[src/rtl/smc_frame_ctrl_if.sv]
// smc_frame_ctrl_if: parameter-beat input and frame-result output bundle for smc_frame_ctrl.
// master drives the beats and reads results; slave is the controller side.
interface smc_frame_ctrl_if #(
    parameter int RES_W = 10
);
    logic             in_valid;
    logic [1:0]       mode;
    logic [2:0]       W;
    logic [2:0]       V_GS;
    logic [2:0]       V_DS;
    logic             busy;
    logic             out_valid;
    logic [RES_W-1:0] out_n;

    modport master (
        output in_valid, mode, W, V_GS, V_DS,
        input  busy, out_valid, out_n
    );

    modport slave (
        input  in_valid, mode, W, V_GS, V_DS,
        output busy, out_valid, out_n
    );
endinterface

[src/rtl/smc_frame_ctrl.sv]
// smc_frame_ctrl: serial six-beat Id/gm calculator with running descending sort and weighted frame sum.
// Optional macro SMC_GAP_ABORT_EN: an in_valid gap during LOAD aborts the frame instead of pausing it.
module smc_frame_ctrl #(
    parameter int FRAME_LEN = 6,
    parameter int RES_W     = 10
) (
    input  logic            clk,
    input  logic            rst_n,
    smc_frame_ctrl_if.slave bus
);
    typedef enum logic [2:0] {
        IDLE   = 3'd0,
        LOAD   = 3'd1,
        DRAIN1 = 3'd2,
        DRAIN2 = 3'd3,
        OUT    = 3'd4
    } state_t;

    localparam logic [2:0]       LAST_CNT = 3'(FRAME_LEN - 1);
    localparam logic [RES_W-1:0] K3       = RES_W'(3'd3);
    localparam logic [RES_W-1:0] K4       = RES_W'(3'd4);
    localparam logic [RES_W-1:0] K5       = RES_W'(3'd5);

    // Kn = 1/3, Vth = 1; 10-bit intermediates cover the largest product (252).
    function automatic logic [RES_W-1:0] calc_result(
        input logic [2:0] w,
        input logic [2:0] vgs,
        input logic [2:0] vds,
        input logic       is_id
    );
        logic [9:0] w_e;
        logic [9:0] vds_e;
        logic [9:0] ov_e;
        logic [9:0] prod;
        w_e   = {7'd0, w};
        vds_e = {7'd0, vds};
        ov_e  = {7'd0, vgs} - 10'd1;
        if (vgs <= 3'd1) begin
            prod = 10'd0;
        end else if (ov_e > vds_e) begin
            prod = is_id ? (w_e * vds_e * ((10'd2 * ov_e) - vds_e)) : (10'd2 * w_e * vds_e);
        end else begin
            prod = is_id ? (w_e * ov_e * ov_e) : (10'd2 * w_e * ov_e);
        end
        return RES_W'(prod / 10'd3);
    endfunction

    state_t           state_r;
    state_t           state_s;
    logic [2:0]       cnt_r;
    logic [2:0]       cnt_s;
    logic [1:0]       mode_r;
    logic             accept_s;
    logic             start_s;
    logic             abort_s;
    logic             emit_s;
    logic             busy_s;
    logic             busy_r;
    logic [RES_W-1:0] res_s;
    logic [RES_W-1:0] res_r;
    logic             res_valid_r;
    logic [RES_W-1:0] list_r [FRAME_LEN];
    logic [RES_W-1:0] ins_s  [FRAME_LEN];
    logic [RES_W-1:0] n0_s;
    logic [RES_W-1:0] n1_s;
    logic [RES_W-1:0] n2_s;
    logic [RES_W-1:0] sum_s;
    logic             out_valid_r;
    logic [RES_W-1:0] out_n_r;

    // Frame sequencing: beat acceptance, count, abort on gaps and result emission.
    always_comb begin
        state_s  = state_r;
        cnt_s    = cnt_r;
        accept_s = 1'b0;
        start_s  = 1'b0;
        abort_s  = 1'b0;
        emit_s   = 1'b0;
        case (state_r)
            IDLE: begin
                if (bus.in_valid) begin
                    accept_s = 1'b1;
                    start_s  = 1'b1;
                    cnt_s    = 3'd1;
                    state_s  = LOAD;
                end else begin
                    cnt_s    = 3'd0;
                end
            end
            LOAD: begin
                if (bus.in_valid) begin
                    accept_s = 1'b1;
                    cnt_s    = cnt_r + 3'd1;
                    if (cnt_r == LAST_CNT) begin
                        state_s = DRAIN1;
                    end else begin
                        state_s = LOAD;
                    end
                end else begin
`ifdef SMC_GAP_ABORT_EN
                    abort_s = 1'b1;
                    cnt_s   = 3'd0;
                    state_s = IDLE;
`else
                    state_s = LOAD;
`endif
                end
            end
            DRAIN1:  state_s = DRAIN2;
            DRAIN2:  state_s = OUT;
            OUT: begin
                emit_s  = 1'b1;
                cnt_s   = 3'd0;
                state_s = IDLE;
            end
            default: begin
                cnt_s   = 3'd0;
                state_s = IDLE;
            end
        endcase
        // OUT sets busy for the out_valid cycle that follows it.
        busy_s = start_s | emit_s | ((state_r != IDLE) & ~abort_s);
    end

    // Datapath: per-beat result, stable shift-down insertion, half selection and weighted sum.
    always_comb begin
        res_s = calc_result(bus.W, bus.V_GS, bus.V_DS, start_s ? bus.mode[0] : mode_r[0]);
        if (list_r[0] >= res_r) begin
            ins_s[0] = list_r[0];
        end else begin
            ins_s[0] = res_r;
        end
        for (int i = 1; i < FRAME_LEN; i++) begin
            if (list_r[i] >= res_r) begin
                ins_s[i] = list_r[i];
            end else if (list_r[i-1] >= res_r) begin
                ins_s[i] = res_r;
            end else begin
                ins_s[i] = list_r[i-1];
            end
        end
        if (mode_r[1]) begin
            n0_s = list_r[0];
            n1_s = list_r[1];
            n2_s = list_r[2];
        end else begin
            n0_s = list_r[3];
            n1_s = list_r[4];
            n2_s = list_r[5];
        end
        if (mode_r[0]) begin
            sum_s = (K3 * n0_s) + (K4 * n1_s) + (K5 * n2_s);
        end else begin
            sum_s = n0_s + n1_s + n2_s;
        end
    end

    // Control state: FSM, beat count, first-beat mode latch and busy flag.
    always_ff @(posedge clk or negedge rst_n) begin
        if (!rst_n) begin
            state_r <= IDLE;
            cnt_r   <= 3'd0;
            mode_r  <= 2'd0;
            busy_r  <= 1'b0;
        end else begin
            state_r <= state_s;
            cnt_r   <= cnt_s;
            busy_r  <= busy_s;
            if (start_s) begin
                mode_r <= bus.mode;
            end else begin
                mode_r <= mode_r;
            end
        end
    end

    // Result register feeds the sorter one cycle later; frame start or abort clears the list.
    always_ff @(posedge clk or negedge rst_n) begin
        if (!rst_n) begin
            res_r       <= '0;
            res_valid_r <= 1'b0;
            for (int i = 0; i < FRAME_LEN; i++) begin
                list_r[i] <= '0;
            end
        end else begin
            res_r       <= res_s;
            res_valid_r <= accept_s;
            if (start_s || abort_s) begin
                for (int i = 0; i < FRAME_LEN; i++) begin
                    list_r[i] <= '0;
                end
            end else if (res_valid_r) begin
                list_r <= ins_s;
            end else begin
                list_r <= list_r;
            end
        end
    end

    // Frame result register; out_n holds between frames.
    always_ff @(posedge clk or negedge rst_n) begin
        if (!rst_n) begin
            out_valid_r <= 1'b0;
            out_n_r     <= '0;
        end else begin
            out_valid_r <= emit_s;
            if (emit_s) begin
                out_n_r <= sum_s;
            end else begin
                out_n_r <= out_n_r;
            end
        end
    end

    assign bus.busy      = busy_r;
    assign bus.out_valid = out_valid_r;
    assign bus.out_n     = out_n_r;
endmodule

[src/flat_wrapper.sv]
// flat-port wrapper written by rule: the top's interface ports become plain ports
module smc_frame_ctrl_flat 
#(
    parameter int FRAME_LEN = 6,
    parameter int RES_W     = 10
)
  (clk, rst_n, bus_in_valid, bus_mode, bus_W, bus_V_GS, bus_V_DS, bus_busy, bus_out_valid, bus_out_n);
  smc_frame_ctrl_if #(.RES_W(RES_W)) bus_i ();
  input  logic clk;
  input  logic rst_n;
  input wire logic [$bits(bus_i.in_valid)-1:0] bus_in_valid;
  input wire logic [$bits(bus_i.mode)-1:0] bus_mode;
  input wire logic [$bits(bus_i.W)-1:0] bus_W;
  input wire logic [$bits(bus_i.V_GS)-1:0] bus_V_GS;
  input wire logic [$bits(bus_i.V_DS)-1:0] bus_V_DS;
  output wire logic [$bits(bus_i.busy)-1:0] bus_busy;
  output wire logic [$bits(bus_i.out_valid)-1:0] bus_out_valid;
  output wire logic [$bits(bus_i.out_n)-1:0] bus_out_n;
  assign bus_i.in_valid = bus_in_valid;
  assign bus_i.mode = bus_mode;
  assign bus_i.W = bus_W;
  assign bus_i.V_GS = bus_V_GS;
  assign bus_i.V_DS = bus_V_DS;
  assign bus_busy = bus_i.busy;
  assign bus_out_valid = bus_i.out_valid;
  assign bus_out_n = bus_i.out_n;
  smc_frame_ctrl #(.FRAME_LEN(FRAME_LEN), .RES_W(RES_W)) u_core (.clk(clk), .rst_n(rst_n), .bus(bus_i));
endmodule
[config.mk]
export PLATFORM = sky130hd
export DESIGN_NAME = smc_frame_ctrl_flat
export DESIGN_NICKNAME = d
export VERILOG_FILES = /design/src/rtl/smc_frame_ctrl_if.sv /design/src/rtl/smc_frame_ctrl.sv /design/src/flat_wrapper.sv
export SDC_FILE = /design/constraint.sdc
export NUM_CORES = 1
export LEC_CHECK = 0
export ABC_AREA = 1
export CORE_MARGIN = 2
export CORE_UTILIZATION = 55
export CTS_CLUSTER_DIAMETER = 50
export DETAILED_ROUTE_END_ITERATION = 7
export GPL_TIMING_DRIVEN = 0
export PLACE_DENSITY = 0.72
export REMOVE_ABC_BUFFERS = 1
export SLEW_MARGIN = 5
export SYNTH_ARGS = -nofsm -noshare
export SYNTH_HDL_FRONTEND = slang
export SYNTH_SLANG_ARGS = --single-unit
[constraint.sdc]
create_clock -name clk -period 10.4 [get_ports clk]
set_input_delay 1.04 -clock clk [delete_from_list [all_inputs] [get_ports clk]]
set_output_delay 1.04 -clock clk [all_outputs]
set_load 0.05 [all_outputs]
### Word-level counts from Yosys, hierarchy flattened

Index checks and enable logic that the tools add are counted.

* $add $sub $neg: 7
* $mul: 8
* div/mod/pow operators: 1
* magnitude comparators: 8
* eq/ne operators: 13
* muxes and demuxes: 33
* bitwise logic cells: 3
* reductions and logical operators: 12

Operators by type and width (count)
* two-way mux 10 bit: 19
* two-way mux 60 bit: 2
* greater-or-equal comparator 10 bit: 6
* adder 10 bit: 4
* AND reduction 2 bit: 7
* multiplier 3 x 3 -> 6 bit: 2
* inequality test 2 x 1 -> 1 bit (second input constant): 6
* one-hot mux 3 bit (4 select lines): 1
* divider 10 x 2 -> 10 bit (second input constant): 1
* greater-than comparator 10 x 3 -> 1 bit: 1
* multiplier 10 x 10 -> 10 bit: 1
* multiplier 2 x 10 -> 10 bit (first input constant): 1
* multiplier 3 x 10 -> 10 bit: 1
* multiplier 3 x 10 -> 10 bit (first input constant): 1
* multiplier 3 x 10 -> 9 bit: 1
* multiplier 6 x 10 -> 10 bit: 1
* subtractor 10 x 3 -> 10 bit: 1
* one-hot mux 3 bit (3 select lines): 1
* == test 3 x 2 -> 1 bit (second input constant): 2
* == test 3 bit (second input constant): 2
* two-way mux 1 bit: 6
* two-way mux 3 bit: 2
* two-way mux 2 bit: 2
* inequality test 2 bit (second input constant): 2
* other kinds (10): 12

* register bits: 91
* bits of input ports: 14
* word-level logic and storage cells: 99

### Longest topological paths before layout

* depth in word-level cells: 7
* depth in mapped cells: 65
* depth with buffers taken out: 63

### Worst setup path after synthesis

No wires, ideal clock.

* kind: input to register
* start point: input port bus_V_GS[0]
* end point: register u_core.res_r[0]
* data arrival time: 9.595 ns
* required time: 10.281 ns
* setup slack: 0.686 ns
* stages: 62
* buffers on the path: 2
* path through: buf_6 -> inv_6 -> ha_1 -> ha_1 -> inv_1 -> clkbuf_1 -> nand2_1 -> fa_1 -> inv_1 -> ha_1 -> fa_1 -> nand3_1 -> nand2_1 -> nand2_1 -> nand2_1 -> inv_1 -> nand2_1 -> fa_1 -> (+26 left out) -> o21ai_2 -> nand2_2 -> inv_2 -> o21ai_1 -> nand3_2 -> nand3_1 -> nand2_1 -> a21oi_1 -> nor2_1 -> ha_1 -> inv_1 -> nand2_2 -> inv_2 -> nand2_2 -> nand2_1 -> nand2_1 -> nor2_1 -> nand2_1

* word-level cells in the longest chain between the ends: 7
* elaborated cells between the ends (all ways): 13
* classes of those cells: add/sub (2); mul (4); div (1); order compare (2); mux (4)

RTL lines
* start: declaration: line flat_wrapper.sv:14 `input wire logic [$bits(bus_i.V_GS)-1:0] bus_V_GS;`
* subtractor 3 x 1 -> 4 bit: line smc_frame_ctrl.sv:37 `ov_e = {7'd0, vgs} - 10'd1;`
* multiplier 3 x 10 -> 10 bit or subtractor 10 x 3 -> 10 bit (tied branches): line smc_frame_ctrl.sv:43, smc_frame_ctrl.sv:41
* multiplier 10 x 10 -> 10 bit or multiplier 6 x 10 -> 10 bit (tied branches): line smc_frame_ctrl.sv:43, smc_frame_ctrl.sv:41
* two-way mux 10 bit (on tied branches): line smc_frame_ctrl.sv:43, smc_frame_ctrl.sv:41
* two-way mux 10 bit: line smc_frame_ctrl.sv:40 `end else if (ov_e > vds_e) begin`
* two-way mux 10 bit *: line smc_frame_ctrl.sv:38 `if (vgs <= 3'd1) begin`
* divider 10 x 2 -> 10 bit *: line smc_frame_ctrl.sv:45 `return RES_W'(prod / 10'd3);`
* via u_core.res_s[0]: line smc_frame_ctrl.sv:59 `logic [RES_W-1:0] res_s;`
* end signal: assignment: line smc_frame_ctrl.sv:186 `res_r <= res_s;`
* end: declaration: line smc_frame_ctrl.sv:60 `logic [RES_W-1:0] res_r;`

The timed path passes the listed nets; every way through them passes the cells marked *.
A chain may end at the register's enable or synchronous reset.

### Final worst setup path

* start point: input port bus_V_GS[1]
* end point: register u_core.res_r[0]

Same word-level chain as after synthesis.

==> impl_summary.txt <==
----------------------------------------------------
[Synth]
  Synth top area cells ... sky130_fd_sc_hd__dfrtp_1 20%, sky130_fd_sc_hd__ha_1 16%, sky130_fd_sc_hd__fa_1 15%
  Yosys reg bits ... 84
  Synthesized instance count ... 1429
  Yosys warning total ... 0
  Average size of a mapped cell ... 7.441 um2
  Seq/Total Area, Yosys ... 19.77%
  Primary flip-flop cell chosen by synthesis mapping ... sky130_fd_sc_hd__dfrtp_1
  Post-Syn Area ... 10630 um2
  Portion of synthesized cell area occupied by the leading cell type ... 19.77%
  Post-synthesis cell type with the largest combined area ... sky130_fd_sc_hd__dfrtp_1
  Fraction of registers with async set/reset ... 100.0%
  Count of cell types in the netlist ... 51
  Number of enable flip-flop cells after synthesis ... 0

[Clocking]
  Number of buffers created by CTS ... 9
  Clock-pin slew of the registers on the worst-case setup and hold paths ... 0.07 ns
  Clock tree from TritonCTS ... built
  Clock sink total ... 84
  Number of hold-repair buffers added at the cts stage ... 0
  Clock latency reported for the late side of the worst-skew pair ... 0.34 ns
  Deepest level of the CTS H-tree ... 3
  Max Root-Sink Buffers ... 2
  Clock Tree Root ... sky130_fd_sc_hd__clkbuf_16

[Worst setup path]
  Critical path fanouts, max ... 5
  Req. time, crit path ... 10.63 ns
  CP max stage delay ... 0.53 ns
  Worst reg-to-reg setup slack ... 4.94 ns
  Type of origin of the critical path ... input port
  RR Endpoint ... u_core.res_r[0]
  Worst-path cell with the longest stage delay ... sky130_fd_sc_hd__fa_1
  Worst setup EP type ... flip-flop
  Crit Path Class ... in2reg
  Cell repeated most along the worst path ... sky130_fd_sc_hd__nand2_1
  Arr. time, crit path ... 9.97 ns
  Reg2Reg Launch Point ... u_core.state_r[2]
  Path depth of the worst reg2reg path ... 36

[Timing]
  Minimum hold slack ... 0.4879 ns
  Number of hold-slack violations in the final timing report ... 0
  Fin Clk Skew ... 0.01206 ns
  Final min period ... 9.741 ns
  Max-slew headroom at the worst pin ... 7.887%
  Number of endpoints failing setup at the final stage ... 0
  Maximum clock rate ... 102.7 MHz
  Slew Viols, Final ... 0
  Slew at the pin closest to its max-slew limit ... 1.378 ns
  Final period util ... 93.67%

[Detailed routing]
  Vias per Instance ... 5.368
  Total iterations of the first detailed-routing run ... 5
  Routed Wire Length ... 24120 um
  Routed length per placed instance ... 14.11 um
  DRC violation total after the first TritonRoute iteration ... 549
  Remaining DRCs ... 0
  Vias ... 9180
  Number of antenna-violating nets in the routed design ... 0

[Layout]
  Layout area overhead ... 8.920%
  Design Area, Final ... 11580 um2
  Number of fill cells in the layout ... 1700
  Most frequent standard cell in the layout excluding fill and tap cells ... sky130_fd_sc_hd__inv_1
  Area of the multi-input gates ... 7356 um2
  Proportion of layout cells with a drive suffix above 1 ... 7.172%
  Commonest cells after routing, fill and taps aside ... 292 x sky130_fd_sc_hd__inv_1, 275 x sky130_fd_sc_hd__nand2_1, 132 x sky130_fd_sc_hd__ha_1, 120 x sky130_fd_sc_hd__o21ai_0, 97 x sky130_fd_sc_hd__nor2_1
  Area taken by flip-flops and latches ... 2103 um2
  # diodes ... 0
  Number of nets in the layout ... 1679

[Worst hold path]
  Hold_sp ... u_core.bus.out_n[3]
  Class of the most critical hold timing path ... reg2reg
  Cell depth of the worst min-delay path ... 2
  Hold endpoint ... u_core.bus.out_n[3]

[Die]
  Die Width ... 143.0 um
  Number of I/O pins ... 26
  Die Area ... 20460 um2
  Starting Density ... 56.47%
  Row count ... 50
  Chip height ... 143.0 um
  Floorplan core area ... 18830 um2

[Global routing]
  Wire length of the first global-routing pass ... 40880 um
  Pin count of the biggest net entering global routing ... 50
  Combined global-route utilization of all metal layers ... 24.62%
  Number of antenna violations at the first check in global routing ... 0
  Remaining Overflow, GRT ... 0
  Via count of the first global-routing pass ... 8989

[Placement]
  GPL Wtd Cong ... 0.8450
  Input/output buffers ... 25
  HPWL reported at the end of detailed placement ... 19260 um
  Cell Area, Placed ... 11110 um2

[Outcome]
  Run status ... completed

[Run]
  Total of max-cap violations ... 0

----------------------------------------------------
## metrics by stage
stage / TNS [ns] / std cells / util, % / setup WS [ns]
after global routing: -0.04024 / 1710 / 61.50 / -0.04024
final: 0 / 1710 / 61.50 / 0.6588
after detailed placement: -1.705 / 1687 / 58.98 / -0.9570
after global placement: -1.348 / 1686 / 58.88 / -0.7897
after floorplan: 0 / 1401 / - / 0.9338
after CTS: 0 / 1705 / 60.73 / 0.1432
## how the worst max path moves through the flow
stage / cells after the start / slack, ns / from / end
after CTS: 60 / 0.14 / bus_V_GS[1] / u_core.res_r[0]
final: 61 / 0.66 / bus_V_GS[1] / u_core.res_r[0]
after global routing: 61 / -0.04 / bus_V_GS[1] / u_core.res_r[0]
after floorplan: 60 / 0.93 / bus_V_GS[1] / u_core.res_r[0]
after global placement: 61 / -0.79 / bus_V_GS[0] / u_core.res_r[0]
after detailed placement: 61 / -0.96 / bus_V_GS[0] / u_core.res_r[0]
## cell type report
type / instances / share of cell area (%)
Clock buffer: 13 / 2.247
Inverter: 308 / 10.09
Sequential cell: 84 / 18.16
Timing Repair Buffer: 33 / 2.777
Multi-Input combinational cell: 1009 / 63.52
Tap cell: 260 / 2.809
Clock inverter: 3 / 0.3997
## registers in the layout, summed over array words and instances (netlist names)
register,flops
u_core.cnt_r,3
u_core.bus.out_valid,1
u_core.res_valid_r,1
u_core.mode_r,2
u_core.state_r,3
u_core.bus.out_n,10
u_core.res_r,9
u_core.list_r,54
u_core.bus.busy,1
## cells in the mapped netlist (2+ instances only)
library cell / n
sky130_fd_sc_hd__nor2_1: 100
sky130_fd_sc_hd__o21ai_2: 4
sky130_fd_sc_hd__or2_1: 3
sky130_fd_sc_hd__xnor2_1: 5
sky130_fd_sc_hd__inv_1: 295
sky130_fd_sc_hd__nand4_1: 5
sky130_fd_sc_hd__clkbuf_1: 21
sky130_fd_sc_hd__fa_1: 82
sky130_fd_sc_hd__xor2_1: 15
sky130_fd_sc_hd__a31oi_1: 10
sky130_fd_sc_hd__mux2i_1: 9
sky130_fd_sc_hd__a21oi_1: 74
sky130_fd_sc_hd__nand3b_1: 4
sky130_fd_sc_hd__inv_2: 10
sky130_fd_sc_hd__o211ai_1: 4
sky130_fd_sc_hd__nand2_2: 15
sky130_fd_sc_hd__nand2_4: 3
sky130_fd_sc_hd__dfrtp_1: 84
sky130_fd_sc_hd__or2_2: 4
sky130_fd_sc_hd__ha_1: 138
sky130_fd_sc_hd__o22ai_1: 28
sky130_fd_sc_hd__nand2_1: 282
sky130_fd_sc_hd__o21ai_0: 121
sky130_fd_sc_hd__o21bai_2: 2
sky130_fd_sc_hd__a211oi_1: 2
sky130_fd_sc_hd__buf_1: 2
sky130_fd_sc_hd__o21ai_1: 6
sky130_fd_sc_hd__clkinv_1: 2
sky130_fd_sc_hd__o21bai_1: 4
sky130_fd_sc_hd__nor3_1: 5
sky130_fd_sc_hd__o311ai_0: 2
sky130_fd_sc_hd__o31ai_1: 4
sky130_fd_sc_hd__o21a_1: 9
sky130_fd_sc_hd__buf_2: 3
sky130_fd_sc_hd__nand3_2: 5
sky130_fd_sc_hd__nand3_4: 2
sky130_fd_sc_hd__nand3_1: 50
sky130_fd_sc_hd__nor2_2: 2
## layer usage
layer	global-route usage, %	share of wire [%]	vias to the layer above
met3	1.610	2.5	31
met2	48.07	54	165
met1	29.29	42	4395
met5	0	0	-
li1	-	-	4589
met4	5.576	1.5	0
## what timing repair did
action,4_1_cts,5_1_grt
gates resized for setup,5,30
setup endpoints to repair,2,2
pin swaps,0,7
buffers inserted,2,5
## critical path, delay by kind of cell
family / cells / cell delay [ns]
fa+ha+maj: 11 / 4.14
compound gates: 7 / 1.02
simple gates: 28 / 2.30
buf+inv: 15 / 1.46
## cells by family (layout without fill, tap and decap cells)
kind of cell / after synthesis / count (layout) / share of synthesized area, %
compound gates: 276 / 276 / 14.50
xor+xnor: 20 / 20 / 1.647
fa+ha+maj: 220 / 220 / 31.68
buf+inv: 336 / 357 / 12.05
flops: 84 / 84 / 19.77
mux: 10 / 10 / 0.9532
simple gates: 483 / 483 / 19.40
Power is not shown: default switching activity piles up to over one toggle a cycle in this logic, so the estimate is an artifact.
